--- config.mk ---
export PLATFORM = sky130hd
export DESIGN_NAME = hazard_scoreboard
export DESIGN_NICKNAME = d
export VERILOG_FILES = /design/src/rtl/hazard_scoreboard.sv
export SDC_FILE = /design/constraint.sdc
export NUM_CORES = 1
export LEC_CHECK = 0
export BUFFER_PORTS_ARGS = -buffer_cell sky130_fd_sc_hd__buf_2
export CORE_MARGIN = 8
export CORE_UTILIZATION = 40
export DETAILED_ROUTE_END_ITERATION = 10
export GPL_TIMING_DRIVEN = 0
export HOLD_SLACK_MARGIN = 0.05
export MAX_ROUTING_LAYER = met4
export PLACE_DENSITY = 0.76
export SLEW_MARGIN = 10
export SYNTH_ARGS = -nofsm -noshare
export SYNTH_HDL_FRONTEND = slang
export SYNTH_SLANG_ARGS = --single-unit
--- constraint.sdc ---
create_clock -name clk -period 1.7 [get_ports clk]
set_clock_uncertainty 0.2 [all_clocks]
set_input_delay 0 -clock clk [delete_from_list [all_inputs] [get_ports clk]]
set_output_delay 0 -clock clk [all_outputs]
set_load 0.01 [all_outputs]
--- src/rtl/hazard_scoreboard.sv ---
// hazard_scoreboard: pipeline hazard detection, operand forwarding and
// multi-cycle mul/div tracking for a five-stage pipeline.
// Optional build macro HAZARD_PERF_EN adds a saturating stall-cycle counter
// on output stall_count.
module hazard_scoreboard #(
    parameter int REG_AW = 5,
    parameter int MD_LAT = 4
) (
    input  logic              clk,
    input  logic              reset_n,
    input  logic [REG_AW-1:0] register_s_d,
    input  logic [REG_AW-1:0] register_t_d,
    input  logic [REG_AW-1:0] register_s_e,
    input  logic [REG_AW-1:0] register_t_e,
    input  logic [REG_AW-1:0] register_d_e,
    input  logic [REG_AW-1:0] register_d_m,
    input  logic [REG_AW-1:0] register_d_w,
    input  logic              reg_write_e,
    input  logic              reg_write_m,
    input  logic              reg_write_w,
    input  logic              wb_source_e,
    input  logic              wb_source_m,
    input  logic              branch_d,
    input  logic              md_op_d,
    input  logic              md_start_e,
    output logic              stall_f,
    output logic              stall_d,
    output logic              flush_e,
    output logic              forward_d_0,
    output logic              forward_d_1,
    output logic [1:0]        forward_e_0,
    output logic [1:0]        forward_e_1,
    output logic              md_busy,
    output logic              md_wb,
    output logic [REG_AW-1:0] md_dest
`ifdef HAZARD_PERF_EN
    ,
    output logic [15:0]       stall_count
`endif
);

    localparam logic [3:0] MD_LAT_C = 4'(MD_LAT);

    logic [3:0] md_cnt;
    logic       load_stall;
    logic       branch_stall;
    logic       md_stall;
    logic       any_stall;
    logic       md_accept;

    // Register 0 is hardwired, so it never takes part in a dependency.
    function automatic logic dep(input logic [REG_AW-1:0] src,
                                 input logic [REG_AW-1:0] dst);
        return (src != '0) && (src == dst);
    endfunction

    // Execute-stage ALU operand forwarding; the younger M result wins over W.
    always_comb begin
        forward_e_0 = 2'b00;
        forward_e_1 = 2'b00;
        if (reg_write_m && dep(register_s_e, register_d_m))
            forward_e_0 = 2'b01;
        else if (reg_write_w && dep(register_s_e, register_d_w))
            forward_e_0 = 2'b10;
        if (reg_write_m && dep(register_t_e, register_d_m))
            forward_e_1 = 2'b01;
        else if (reg_write_w && dep(register_t_e, register_d_w))
            forward_e_1 = 2'b10;
    end

    // Decode forwarding and stall sources, combined into one pipeline hold.
    always_comb begin
        forward_d_0  = reg_write_m && dep(register_s_d, register_d_m);
        forward_d_1  = reg_write_m && dep(register_t_d, register_d_m);
        load_stall   = wb_source_e && (dep(register_s_d, register_d_e) ||
                                       dep(register_t_d, register_d_e));
        branch_stall = branch_d &&
                       ((reg_write_e && (dep(register_s_d, register_d_e) ||
                                         dep(register_t_d, register_d_e))) ||
                        (wb_source_m && (dep(register_s_d, register_d_m) ||
                                         dep(register_t_d, register_d_m))));
        md_stall     = md_busy && (md_op_d || dep(register_s_d, md_dest) ||
                                   dep(register_t_d, md_dest));
        any_stall    = load_stall || branch_stall || md_stall;
        stall_f      = any_stall;
        stall_d      = any_stall;
        flush_e      = any_stall;
    end

    // Writeback pulse is the last count of the op; a new start may overlap it.
    assign md_wb     = md_busy && (md_cnt == 4'd1);
    assign md_accept = md_start_e && (!md_busy || md_wb);

    // Mul/div tracker: load on accept, count down while busy, drop after wb.
    always_ff @(posedge clk or negedge reset_n) begin
        if (!reset_n) begin
            md_busy <= 1'b0;
            md_cnt  <= 4'd0;
            md_dest <= '0;
        end else if (md_accept) begin
            md_busy <= 1'b1;
            md_cnt  <= MD_LAT_C;
            md_dest <= register_d_e;
        end else if (md_busy) begin
            md_cnt <= md_cnt - 4'd1;
            if (md_wb)
                md_busy <= 1'b0;
        end
    end

`ifdef HAZARD_PERF_EN
    // Saturating count of cycles in which Decode is held.
    always_ff @(posedge clk or negedge reset_n) begin
        if (!reset_n)
            stall_count <= 16'd0;
        else if (stall_d && (stall_count != 16'hFFFF))
            stall_count <= stall_count + 16'd1;
    end
`endif

endmodule

==> results of run 1 <==
-- critical path: stages (launching register included) --
cell and delay, ns:
dfrtp_1 0.42, xnor2_1 0.17, nand3_1 0.12, nor4_2 0.19
o31ai_2 0.08, o211ai_1 0.13, buf_4 0.15, buf_4 0.11
-- layer usage --
layer | wire, um | GRT usage | share of wire | vias up
li1 | - | - | - | 600
met5 | 0 | - | 0 | -
met2 | 1750 | 0.259 | 0.51 | 39
met1 | 1320 | 0.165 | 0.39 | 557
met3 | 338 | 0.0194 | 0.099 | 2
met4 | 4 | 0.0301 | 0.0012 | 0
-- final timing paths --
| path | end | slack (ns) | start |
|---|---|---|---|
| worst max-delay path | stall_d | -0.13 | md_dest[4] |
| worst min-delay path | forward_e_0[1] | 0.13 | reg_write_w |
| worst max register to register | md_dest[0] | 0.02 | md_cnt[1] |
| worst min register to register | md_cnt[0] | 0.38 | md_cnt[0] |
| max in group asynchronous | md_dest[1] | 0.40 | reset_n |
| min in group asynchronous | md_dest[4] | 0.55 | reset_n |
-- power breakdown --
| part | switching (mW) | internal, mW |
|---|---|---|
| logic | 0.445 | 0.559 |
| clock network | 0.0717 | 0.0813 |
| registers | 0.168 | 0.361 |
| total | 0.684 | 1.00 |
-- metrics by stage --
| stage | hold slack (ns) | util | cells | power, mW |
|---|---|---|---|---|
| 2_1_floorplan | -0.496 | - | 128 | 1.06 |
| 3_3_place_gp | -0.330 | 0.541 | 217 | 1.34 |
| 3_5_place_dp | -0.331 | 0.541 | 217 | 1.35 |
| 4_1_cts | 0.129 | 0.594 | 231 | 1.58 |
| 5_1_grt | 0.161 | 0.614 | 236 | 1.83 |
| 6_report | 0.125 | 0.614 | 236 | 1.68 |
-- state kept, by name (all words and copies together) (netlist names) --
signal and cells:
md_cnt 4, md_busy 1, md_dest 5
-- cells by family (layout without fill, tap and decap cells) --
family                     after synthesis  in the layout  synth area share
AOI/OAI and AO/OA                       12             12            0.0682
DFF                                     10             10             0.223
muxes                                    5              5            0.0503
buffers and inverters                    7             84            0.0302
adders and majority gates                2              2            0.0223
and+or+nand+nor                         40             40             0.199
xor gates and xnor gates                52             52             0.407
-- repair_timing --
| action | in CTS | in global routing |
|---|---|---|
| pin swaps | 2 | 1 |
| buffers inserted | 3 | 5 |
| gates resized for setup | 3 | 6 |
| endpoints found under the hold margin | 20 | 0 |
| gates cloned | 0 | 0 |
| endpoints found under the setup margin | 9 | 8 |
| hold buffers | 8 | 0 |
-- cell type report --
type,count,area [sq um],area share
repair buffers,74,439,0.264
clock buffers,3,22.5,0.0135
multi-input cells,111,880,0.528
inverters,3,11.3,0.00676
flip-flops and latches,10,251,0.151
well taps,31,38.8,0.0233
plain buffers,4,22.5,0.0135
-- cell usage after synthesis (2+ instances only) --
cell,number
nand4_1,4
dfrtp_1,10
xnor2_1,36
xor2_1,16
nand2_1,6
clkbuf_1,2
a21oi_1,4
ha_1,2
nor4_1,10
and2_1,2
mux2_2,5
or4_1,4
nor2_1,5
nand3_1,5
o211ai_1,2
buf_4,2
o21ai_0,3
inv_1,3
==> PnR_summary.wiki, run 1 <==
{| class="wikitable"
! Metric !! Value
|-
| Largest net degree at the start of global routing || 11
|-
| WL final || 3.41 mm
|-
| Synthesis Warnings || 0
|-
| Areal power density over the cells || roughly 1000 mW/mm^2
|-
| Drc violations || 0
|-
| Synthesized flop and latch total || 10
|-
| Antenna violations before repair || 0
|-
| Final min period || 1.83 ns
|-
| Total of max-cap violations || 0
|-
| Fmax achieved || 547 MHz
|-
| Clock latency on the worst-skew pair || around 0.25 ns
|-
| Type of element launching the critical path || register
|-
| Antenna diode count || 0
|-
| Clock Path Buffers || 2
|-
| Total CTS buffers || 3
|-
| Clock Pin Slew Worst Setup and Hold Paths || 0.06 ns
|-
| Placement-stage worst setup slack || -0.103 ns
|-
| Total number of clock tree sinks || 10
|-
| Avg WL per Cell || 14.4 um
|-
| Vertical die dimension || 68.9 um
|-
| # fillers || 237
|-
| Logic depth of the worst register-to-register path || 6
|-
| Portion of the post-synthesis area used by sequential elements || 0.223
|-
| Post-synth top area cell || xnor2_1
|-
| HPWL reported at the end of detailed placement || about 2.7 mm
|-
| Relative slew slack || 0.686
|-
| Initial core utilization || 0.413
|-
| Cell at the root of the clock tree || clkbuf_4
|-
| Number of enable-type register cells in the synthesized netlist || 0
|-
| Crit Path Class || register to output port
|-
| Post-synth net total || ~180
|-
| Worst min path class || primary input to output port
|-
| DR iter-0 viols || 60
|-
| Row Count || 19
|-
| Transition time of the tightest slew-check pin || 0.469 ns
|-
| Cells after synthesis || around 130
|-
| Via count of the first global-routing pass || about 1.2k
|-
| Netlist area before placement || 0.00112 sq mm
|-
| Number of setup violations in the final report || 3
|-
| Total via count after detailed routing || 1198
|-
| Number of top-level design ports || 61
|-
| Net count reported at finish || 254
|-
| Biggest area contributors in the synthesized netlist || xnor2_1, dfrtp_1, xor2_1, nor4_1, mux2_2
|-
| Standard cell area after detailed placement || 0.00147 sq mm
|-
| Floorplan Core Area || roughly 0.0027 sq mm
|-
| Result of the run || finished with violations
|-
| Share of Yosys cell area claimed by the top area cell type || 0.282
|-
| Fraction of registers with async set or reset after synthesis || 1.00
|-
| Buffers on Ports || 58
|-
| Instance count along the most critical hold path || 4
|-
| Total non-filler cell area in the finished layout || 0.00167 sq mm
|-
| Tot GR Track Use || 0.144
|-
| Final weighted congestion in routability-driven placement || 0.783
|-
| Final worst slack || -0.127 ns
|-
| Leading cell type in the layout, fill and taps excluded || buf_2
|-
| Data arrival at the endpoint of the critical path || approximately 1.6 ns
|-
| Total negative slack || -0.292 ns
|-
| TritonCTS clock tree || yes
|-
| Highest-count cells in the layout ignoring fill and taps || buf_2, xnor2_1, xor2_1
|-
| Layout cells sized above 1 || 0.420
|-
| Violated checks || negative setup slack
|-
| Largest fanout of any net on the critical path || 4
|-
| Kind of end point of the critical path || output port
|-
| Deepest level of the CTS H-tree || 1
|-
| Area overhead of the layout relative to synthesis || 48.7%
|-
| Critical Path RT || 1.50 ns
|-
| Leakage Power || 0.727 nW
|-
| Unrepaired setup endpoints after global routing || true
|-
| Final cycle utilization of the critical path || 1.07
|-
| Vias per Instance || 5.08
|-
| Area enclosed by the die boundary || 0.00475 sq mm
|-
| Final hold violation count || 0
|-
| Number of iterations in the first detailed-routing pass || 4
|-
| Cell variety after synth || 25
|-
| Max VDD drop || 0.00120 V
|-
| Pins Over Slew Limit || 0
|-
| Number of nets still failing antenna checks after routing || 0
|-
| Horiz. Die Dim || between 60 and 70 um
|-
| Predominant post-synthesis flop cell || dfrtp_1
|-
| Post-Syn Area per Cell || around 9 sq um
|-
| Overflow left after global routing || 0
|-
| Wire length of the first global-routing pass || 5.24 mm
|}
(Power assumes the default switching activity.)
==> run 2, diff against run 1 <==
--- a/config.mk
+++ b/config.mk
@@ -6,8 +6,10 @@
 export NUM_CORES = 1
 export LEC_CHECK = 0
 export BUFFER_PORTS_ARGS = -buffer_cell sky130_fd_sc_hd__buf_2
+export CORE_ASPECT_RATIO = 0.7
 export CORE_MARGIN = 8
 export CORE_UTILIZATION = 40
+export CTS_CLUSTER_DIAMETER = 30
 export DETAILED_ROUTE_END_ITERATION = 10
 export GPL_TIMING_DRIVEN = 0
 export HOLD_SLACK_MARGIN = 0.05
@@ -17,3 +19,4 @@
 export SYNTH_ARGS = -nofsm -noshare
 export SYNTH_HDL_FRONTEND = slang
 export SYNTH_SLANG_ARGS = --single-unit
+export TNS_END_PERCENT = 20
==> run 2 against run 1 <==
Clock power up 56%. Register-to-register slack about the same. Critical path type is now primary input to output port. Sequential power is 0.9% lower. The flow still finishes with violations (negative setup slack). Sequential cell count is the same. Highest routed layer unchanged. Sequential share of layout area rose by 0.38 points.
==> PnR_summary.wiki, run 2 (same netlist as run 1, synthesis figures left out) <==
{| class="wikitable"
! Metric !! Value
|-
| Areal power density over the cells || 1020 mW/mm^2 (+0.37%)
|-
| Number of top-level design ports || 61 (unchanged)
|-
| Number of iterations in the first detailed-routing pass || 4 (unchanged)
|-
| Endpoint with the worst hold slack || forward_e_0[1]
|-
| Leading cell type in the layout, fill and taps excluded || buf_2
|-
| Net count reported at finish || 246 (-3.1%)
|-
| Largest fanout of any net on the critical path || 4 (unchanged)
|-
| Via count of the first global-routing pass || 1170 (-3.8%)
|-
| Final worst slack || -0.174 ns (-0.0468 ns)
|-
| HPWL reported at the end of detailed placement || 2.97 mm (+8.6%)
|-
| Violated checks || negative setup slack
|-
| Combined area of the multi-input logic cells || 870 sq um (-1.1%)
|-
| Min-Delay Startpoint || reg_write_w
|-
| Final weighted congestion in routability-driven placement || 0.814 (+3.9%)
|-
| Type of element launching the critical path || primary input
|-
| Avg WL per Cell || 15.3 um (+5.8%)
|-
| Drc violations || 0 (unchanged)
|-
| Layout cells sized above 1 || 0.381 (-0.0388)
|-
| Standard cell area after detailed placement || 0.00147 sq mm (+0.43%)
|-
| Area enclosed by the die boundary || 0.00478 sq mm (+0.57%)
|-
| Final min period || 1.87 ns (+0.0468 ns)
|-
| Horiz. Die Dim || 79.2 um (+15%)
|-
| Floorplan Core Area || 0.00272 sq mm (+0.46%)
|-
| Total of max-cap violations || 0 (unchanged)
|-
| Wire length of the first global-routing pass || 5.75 mm (+9.6%)
|-
| Result of the run || finished with violations
|-
| TritonCTS clock tree || yes
|-
| Layout Utilization || 0.594 (-0.0207)
|-
| Leakage Power || 0.696 nW (-4.3%)
|-
| Unrepaired setup endpoints after global routing || true
|-
| Instance count along the most critical hold path || 4 (unchanged)
|-
| Registers with the most flip-flops || md_dest (5), md_cnt (4), md_busy (1)
|-
| Logic depth of the worst register-to-register path || 6 (unchanged)
|-
| CP Launch Point || register_s_d[1]
|-
| Antenna diode count || 0 (unchanged)
|-
| Area occupied by registers || 250 sq um (-0.50%)
|-
| Number of nets still failing antenna checks after routing || 0 (unchanged)
|-
| Transition time of the tightest slew-check pin || 0.453 ns (-0.0160 ns)
|-
| Deepest level of the CTS H-tree || 1 (unchanged)
|-
| Cell at the root of the clock tree || clkbuf_8
|-
| Pins Over Slew Limit || 0 (unchanged)
|-
| Vias per Instance || 4.99 (-1.8%)
|-
| Highest-count cells in the layout ignoring fill and taps || buf_2, xnor2_1, xor2_1
|-
| Fmax achieved || 534 MHz (-2.5%)
|-
| # fillers || 255 (+7.6%)
|-
| Vertical die dimension || 60.3 um (-13%)
|-
| Total CTS buffers || 3 (unchanged)
|-
| Area overhead of the layout relative to synthesis || 44.4%
|-
| Reg2Reg Launch Point || md_cnt[1]
|-
| Max VDD drop || 0.000761 V (-37%)
|-
| Clock Path Buffers || 2 (unchanged)
|-
| R2r setup slk || 0.01 ns (about the same)
|-
| Worst reg2reg endpoint || md_dest[1]
|-
| Row Count || 16 (-3)
|-
| Initial core utilization || 0.411 (-0.00190)
|-
| Data arrival at the endpoint of the critical path || 1.67 ns (+0.04 ns)
|-
| Worst min path class || primary input to output port
|-
| Buffers on Ports || 58 (unchanged)
|-
| Crit Path Class || primary input to output port
|-
| Number of setup violations in the final report || 3 (unchanged)
|-
| Clock latency on the worst-skew pair || 0.23 ns (-0.02 ns)
|-
| Most flops, register || md_dest
|-
| Total via count after detailed routing || 1162 (-3.0%)
|-
| Final hold violation count || 0 (unchanged)
|-
| Largest net degree at the start of global routing || 11 (unchanged)
|-
| Antenna violations before repair || 0 (unchanged)
|-
| Setup Fix Bufs, Post-CTS || 0 (-3)
|-
| Relative slew slack || 0.697 (+0.0107)
|-
| DR iter-0 viols || 49 (-18%)
|-
| Number of flip-flops under the largest register name || 5 (unchanged)
|-
| Total number of clock tree sinks || 10 (unchanged)
|-
| Critical Path RT || 1.50 ns (about the same)
|-
| Overflow left after global routing || 0 (unchanged)
|-
| Total non-filler cell area in the finished layout || 0.00162 sq mm (-2.9%)
|-
| Final cycle utilization of the critical path || 1.10 (+0.0275)
|-
| Kind of end point of the critical path || output port
|-
| WL final || 3.56 mm (+4.5%)
|-
| Tot GR Track Use || 0.160 (+0.0157)
|}
-- run 2: changes by cell type in the layout (fill, tap and decap cells not counted) --
cell,change
buf_2,+1
buf_4,-9
clkbuf_4,-3
clkbuf_8,+3
dfrtp_1,+1
dfrtp_2,-1
nor2_1,+1
nor2_2,-1
xor2_1,+1
xor2_2,-1
-- run 2: area by class of cell --
class,instances,area share
Timing Repair Buffer,66,0.233
Inverter,3,0.00697
Clock buffer,3,0.0255
Tap cell,36,0.0279
Buffer,4,0.0139
Sequential cell,10,0.155
Multi-Input combinational cell,111,0.538
-- run 2: report_power, final --
group          total [mW]  internal [mW]  switching, mW
clock network       0.239          0.154         0.0846
registers           0.523          0.359          0.164
logic               0.879          0.456          0.423
total                1.64          0.970          0.672
-- run 2: worst max-delay path by stage --
stage,to,slack [ns]
6_report,stall_d,-0.17
5_1_grt,stall_d,-0.30
4_1_cts,stall_d,-0.15
3_5_place_dp,md_dest[1],-0.09
3_3_place_gp,stall_d,-0.09
2_1_floorplan,md_dest[0],0.05
-- run 2: per-stage QoR --
step	hold slack [ns]	setup WS (ns)	setup TNS (ns)	cells	power, mW
after global placement	-0.330	-0.0904	-0.551	222	1.34
after CTS	0.131	-0.150	-0.515	233	1.65
final	0.134	-0.174	-0.394	233	1.64
after detailed placement	-0.325	-0.0945	-0.622	222	1.36
after floorplan	-0.496	0.0473	0	128	1.06
after global routing	0.145	-0.295	-1.07	233	1.77
-- run 2: layer usage --
| layer | wire, um | GRT usage | up-vias | share of wire |
|---|---|---|---|---|
| li1 | - | - | 586 | - |
| met2 | 1530 | 0.233 | 35 | 0.43 |
| met3 | 277 | 0.0390 | 3 | 0.078 |
| met4 | 29 | 0.0394 | 0 | 0.0081 |
| met1 | 1730 | 0.214 | 538 | 0.48 |
| met5 | 0 | - | - | 0 |
-- run 2: critical path: stages --
cell and delay (ns):
buf_2 0.13, or4_1 0.51, nor2_1 0.22, nor4_1 0.12
a31oi_1 0.24, o211ai_1 0.16, buf_4 0.16, buf_2 0.13
-- run 2: what timing repair did --
action / 4_1_cts / 5_1_grt
setup endpoints to repair: 9 / 9
hold endpoints to repair: 20 / 0
gates resized for setup: 4 / 2
hold buffers: 8 / 0
pin swaps: 1 / 0
==> run 3, diff against run 2 <==
--- a/config.mk
+++ b/config.mk
@@ -6,7 +6,7 @@
 export NUM_CORES = 1
 export LEC_CHECK = 0
 export BUFFER_PORTS_ARGS = -buffer_cell sky130_fd_sc_hd__buf_2
-export CORE_ASPECT_RATIO = 0.7
+export CORE_ASPECT_RATIO = 0.5
 export CORE_MARGIN = 8
 export CORE_UTILIZATION = 40
 export CTS_CLUSTER_DIAMETER = 30
==> run 3 against run 2 <==
The flow still finishes with violations (negative setup slack). Final cell count is 0.86% higher. Highest routed layer unchanged. Clock power decreased by 4%. Sequential power about the same. Largest power group unchanged. Core utilization increased by 2.2 points. Global-route usage shrank 2.9 points.
==> PnR_summary.wiki, run 3 (same netlist as run 1, synthesis figures left out) <==
{| class="wikitable"
! Metric !! Value
|-
| # fillers || 233 (-8.6%)
|-
| Floorplan Core Area || 0.00264 sq mm (-3.2%)
|-
| WL final || 3.17 mm (-11%)
|-
| Horiz. Die Dim || 90.8 um (+15%)
|-
| Clock Power Share || 0.140 (-0.006)
|-
| Drc violations || 0 (unchanged)
|-
| Buffers on Ports || 58 (unchanged)
|-
| Number of nets still failing antenna checks after routing || 0 (unchanged)
|-
| Areal power density over the cells || 1010 mW/mm^2 (-1.0%)
|-
| Result of the run || finished with violations
|-
| Cell at the root of the clock tree || clkbuf_8
|-
| Total Power Consumption || 1.63 mW (-0.70%)
|-
| Leading cell type in the layout, fill and taps excluded || buf_2
|-
| Area overhead of the layout relative to synthesis || 44.8%
|-
| TritonCTS clock tree || yes
|-
| Pins Over Slew Limit || 0 (unchanged)
|-
| Vertical die dimension || 53.4 um (-11%)
|-
| Most flops, register || md_dest
|-
| Largest net degree at the start of global routing || 11 (unchanged)
|-
| Avg WL per Cell || 13.5 um (-12%)
|-
| Total CTS buffers || 3 (unchanged)
|-
| Number of iterations in the first detailed-routing pass || 4 (unchanged)
|-
| Max VDD drop || 0.000737 V (-3.2%)
|-
| Largest fanout of any net on the critical path || 4 (unchanged)
|-
| Switching fraction of total power || 0.399 (-0.0101)
|-
| Combinational Power Share || 0.540 (+0.004)
|-
| Initial core utilization || 0.425 (+0.0137)
|-
| Net count reported at finish || 247 (+0.41%)
|-
| Type of element launching the critical path || primary input
|-
| Number of setup violations in the final report || 3 (unchanged)
|-
| Data arrival at the endpoint of the critical path || 1.62 ns (-0.05 ns)
|-
| Total via count after detailed routing || 1163 (+0.086%)
|-
| Wire length of the first global-routing pass || 5.18 mm (-9.8%)
|-
| Final min period || 1.82 ns (-0.0506 ns)
|-
| Registers with the most flip-flops || md_dest (5), md_cnt (4), md_busy (1)
|-
| Critical Path RT || 1.50 ns (about the same)
|-
| Transition time of the tightest slew-check pin || 0.448 ns (-0.00544 ns)
|-
| Clock Path Buffers || 2 (unchanged)
|-
| Deepest level of the CTS H-tree || 1 (unchanged)
|-
| HPWL reported at the end of detailed placement || 2.73 mm (-8.2%)
|-
| Final weighted congestion in routability-driven placement || 0.783 (-3.8%)
|-
| DR iter-0 viols || 40 (-18%)
|-
| Final cycle utilization of the critical path || 1.07 (-0.0297)
|-
| Antenna violations before repair || 0 (unchanged)
|-
| Hold slack final || 0.122 ns (-0.0113 ns)
|-
| Number of flip-flops under the largest register name || 5 (unchanged)
|-
| Final worst slack || -0.123 ns (+0.0506 ns)
|-
| Total of max-cap violations || 0 (unchanged)
|-
| Layout cells sized above 1 || 0.394 (+0.0132)
|-
| Total number of clock tree sinks || 10 (unchanged)
|-
| Row Count || 13 (-3)
|-
| Power share of the sequential group || 0.320 (about the same)
|-
| Clock latency on the worst-skew pair || 0.22 ns (about the same)
|-
| Fmax achieved || 549 MHz (+2.8%)
|-
| Final hold violation count || 0 (unchanged)
|-
| Max incr delay on CP || 0.51 ns (about the same)
|-
| Worst min path class || primary input to output port
|-
| Antenna diode count || 0 (unchanged)
|-
| Overflow left after global routing || 0 (unchanged)
|-
| Critical path's most frequent cell || buf_2
|-
| Number of top-level design ports || 61 (unchanged)
|-
| Leakage Power || 0.697 nW (+0.11%)
|-
| Area enclosed by the die boundary || 0.00485 sq mm (+1.6%)
|-
| Highest-count cells in the layout ignoring fill and taps || buf_2, xnor2_1, xor2_1
|-
| Via count of the first global-routing pass || 1212 (+3.6%)
|-
| P_sw || 0.651 mW (-3.1%)
|-
| Kind of end point of the critical path || output port
|-
| Violated checks || negative setup slack
|-
| Slowest stage cell on the critical path || or4_1
|-
| Crit Path Class || primary input to output port
|-
| Critical path, cell by cell || buf_2 > or4_1 > nor2_1 > nor4_1 > a31oi_1 > o211ai_1 > buf_4 > buf_2
|-
| Relative slew slack || 0.701 (+0.00364)
|-
| Tot GR Track Use || 0.130 (-0.0292)
|-
| Vias per Instance || 4.95 (-0.77%)
|-
| Unrepaired setup endpoints after global routing || true
|-
| Internal power || 0.979 mW (+0.99%)
|}
run 3: worst max-delay path: cells and delay by family:
kind	cells	cell delay, ns
buffers and inverters	3	0.43
and+or+nand+nor	3	0.83
AOI/OAI and AO/OA	2	0.37
run 3: worst paths after layout:
path	start	end	slack, ns	cells after the start
setup reg to reg	md_cnt[1]	md_dest[2]	0	6
hold reg to reg	md_cnt[0]	md_cnt[0]	0.36	1
min in group asynchronous	reset_n	md_cnt[3]	0.58	3
setup / recovery	register_s_d[1]	stall_d	-0.12	8
max in group asynchronous	reset_n	md_dest[0]	0.41	3
hold / removal	reg_write_w	forward_e_0[1]	0.12	4
run 3: per-layer routing:
layer	global-route usage	up-vias	wire [um]
met5	-	-	0
met4	0.0375	0	19
met3	0.0225	2	140
met2	0.258	26	1690
met1	0.134	541	1320
li1	-	594	-
run 3: what timing repair did:
action                                  CTS  global route
gates resized for setup                   2             4
endpoints found under the setup margin    9             9
setup buffers                             1             0
endpoints found under the hold margin    20             0
hold buffers                              8             0
pin swaps                                 1             0
run 3: power by group through the flow:
stage,Combinational (mW),Sequential [mW],Clock (mW)
5_1_grt,0.981,0.547,0.246
3_3_place_gp,0.804,0.516,0
3_5_place_dp,0.830,0.521,0
4_1_cts,0.879,0.518,0.235
2_1_floorplan,0.529,0.527,0
6_report,0.879,0.522,0.229
run 3: area by class of cell:
| class | instances | area, sq um | share of cell area |
|---|---|---|---|
| flip-flops and latches | 10 | 250 | 0.154 |
| plain buffers | 4 | 22.5 | 0.0139 |
| repair buffers | 67 | 378 | 0.233 |
| inverters | 3 | 11.3 | 0.00694 |
| multi-input cells | 111 | 872 | 0.538 |
| clock buffers | 3 | 41.3 | 0.0255 |
| well taps | 37 | 46.3 | 0.0285 |
run 3: through the flow:
stage / setup TNS (ns) / setup WS, ns / util / cells / cell area [sq um]
after floorplan: 0 / 0.0473 / - / 128 / 1140
after global placement: -0.393 / -0.0692 / 0.559 / 223 / 1470
after detailed placement: -0.568 / -0.0908 / 0.559 / 223 / 1470
after CTS: -0.452 / -0.123 / 0.613 / 235 / 1610
after global routing: -1.02 / -0.244 / 0.615 / 235 / 1620
final: -0.270 / -0.123 / 0.615 / 235 / 1620
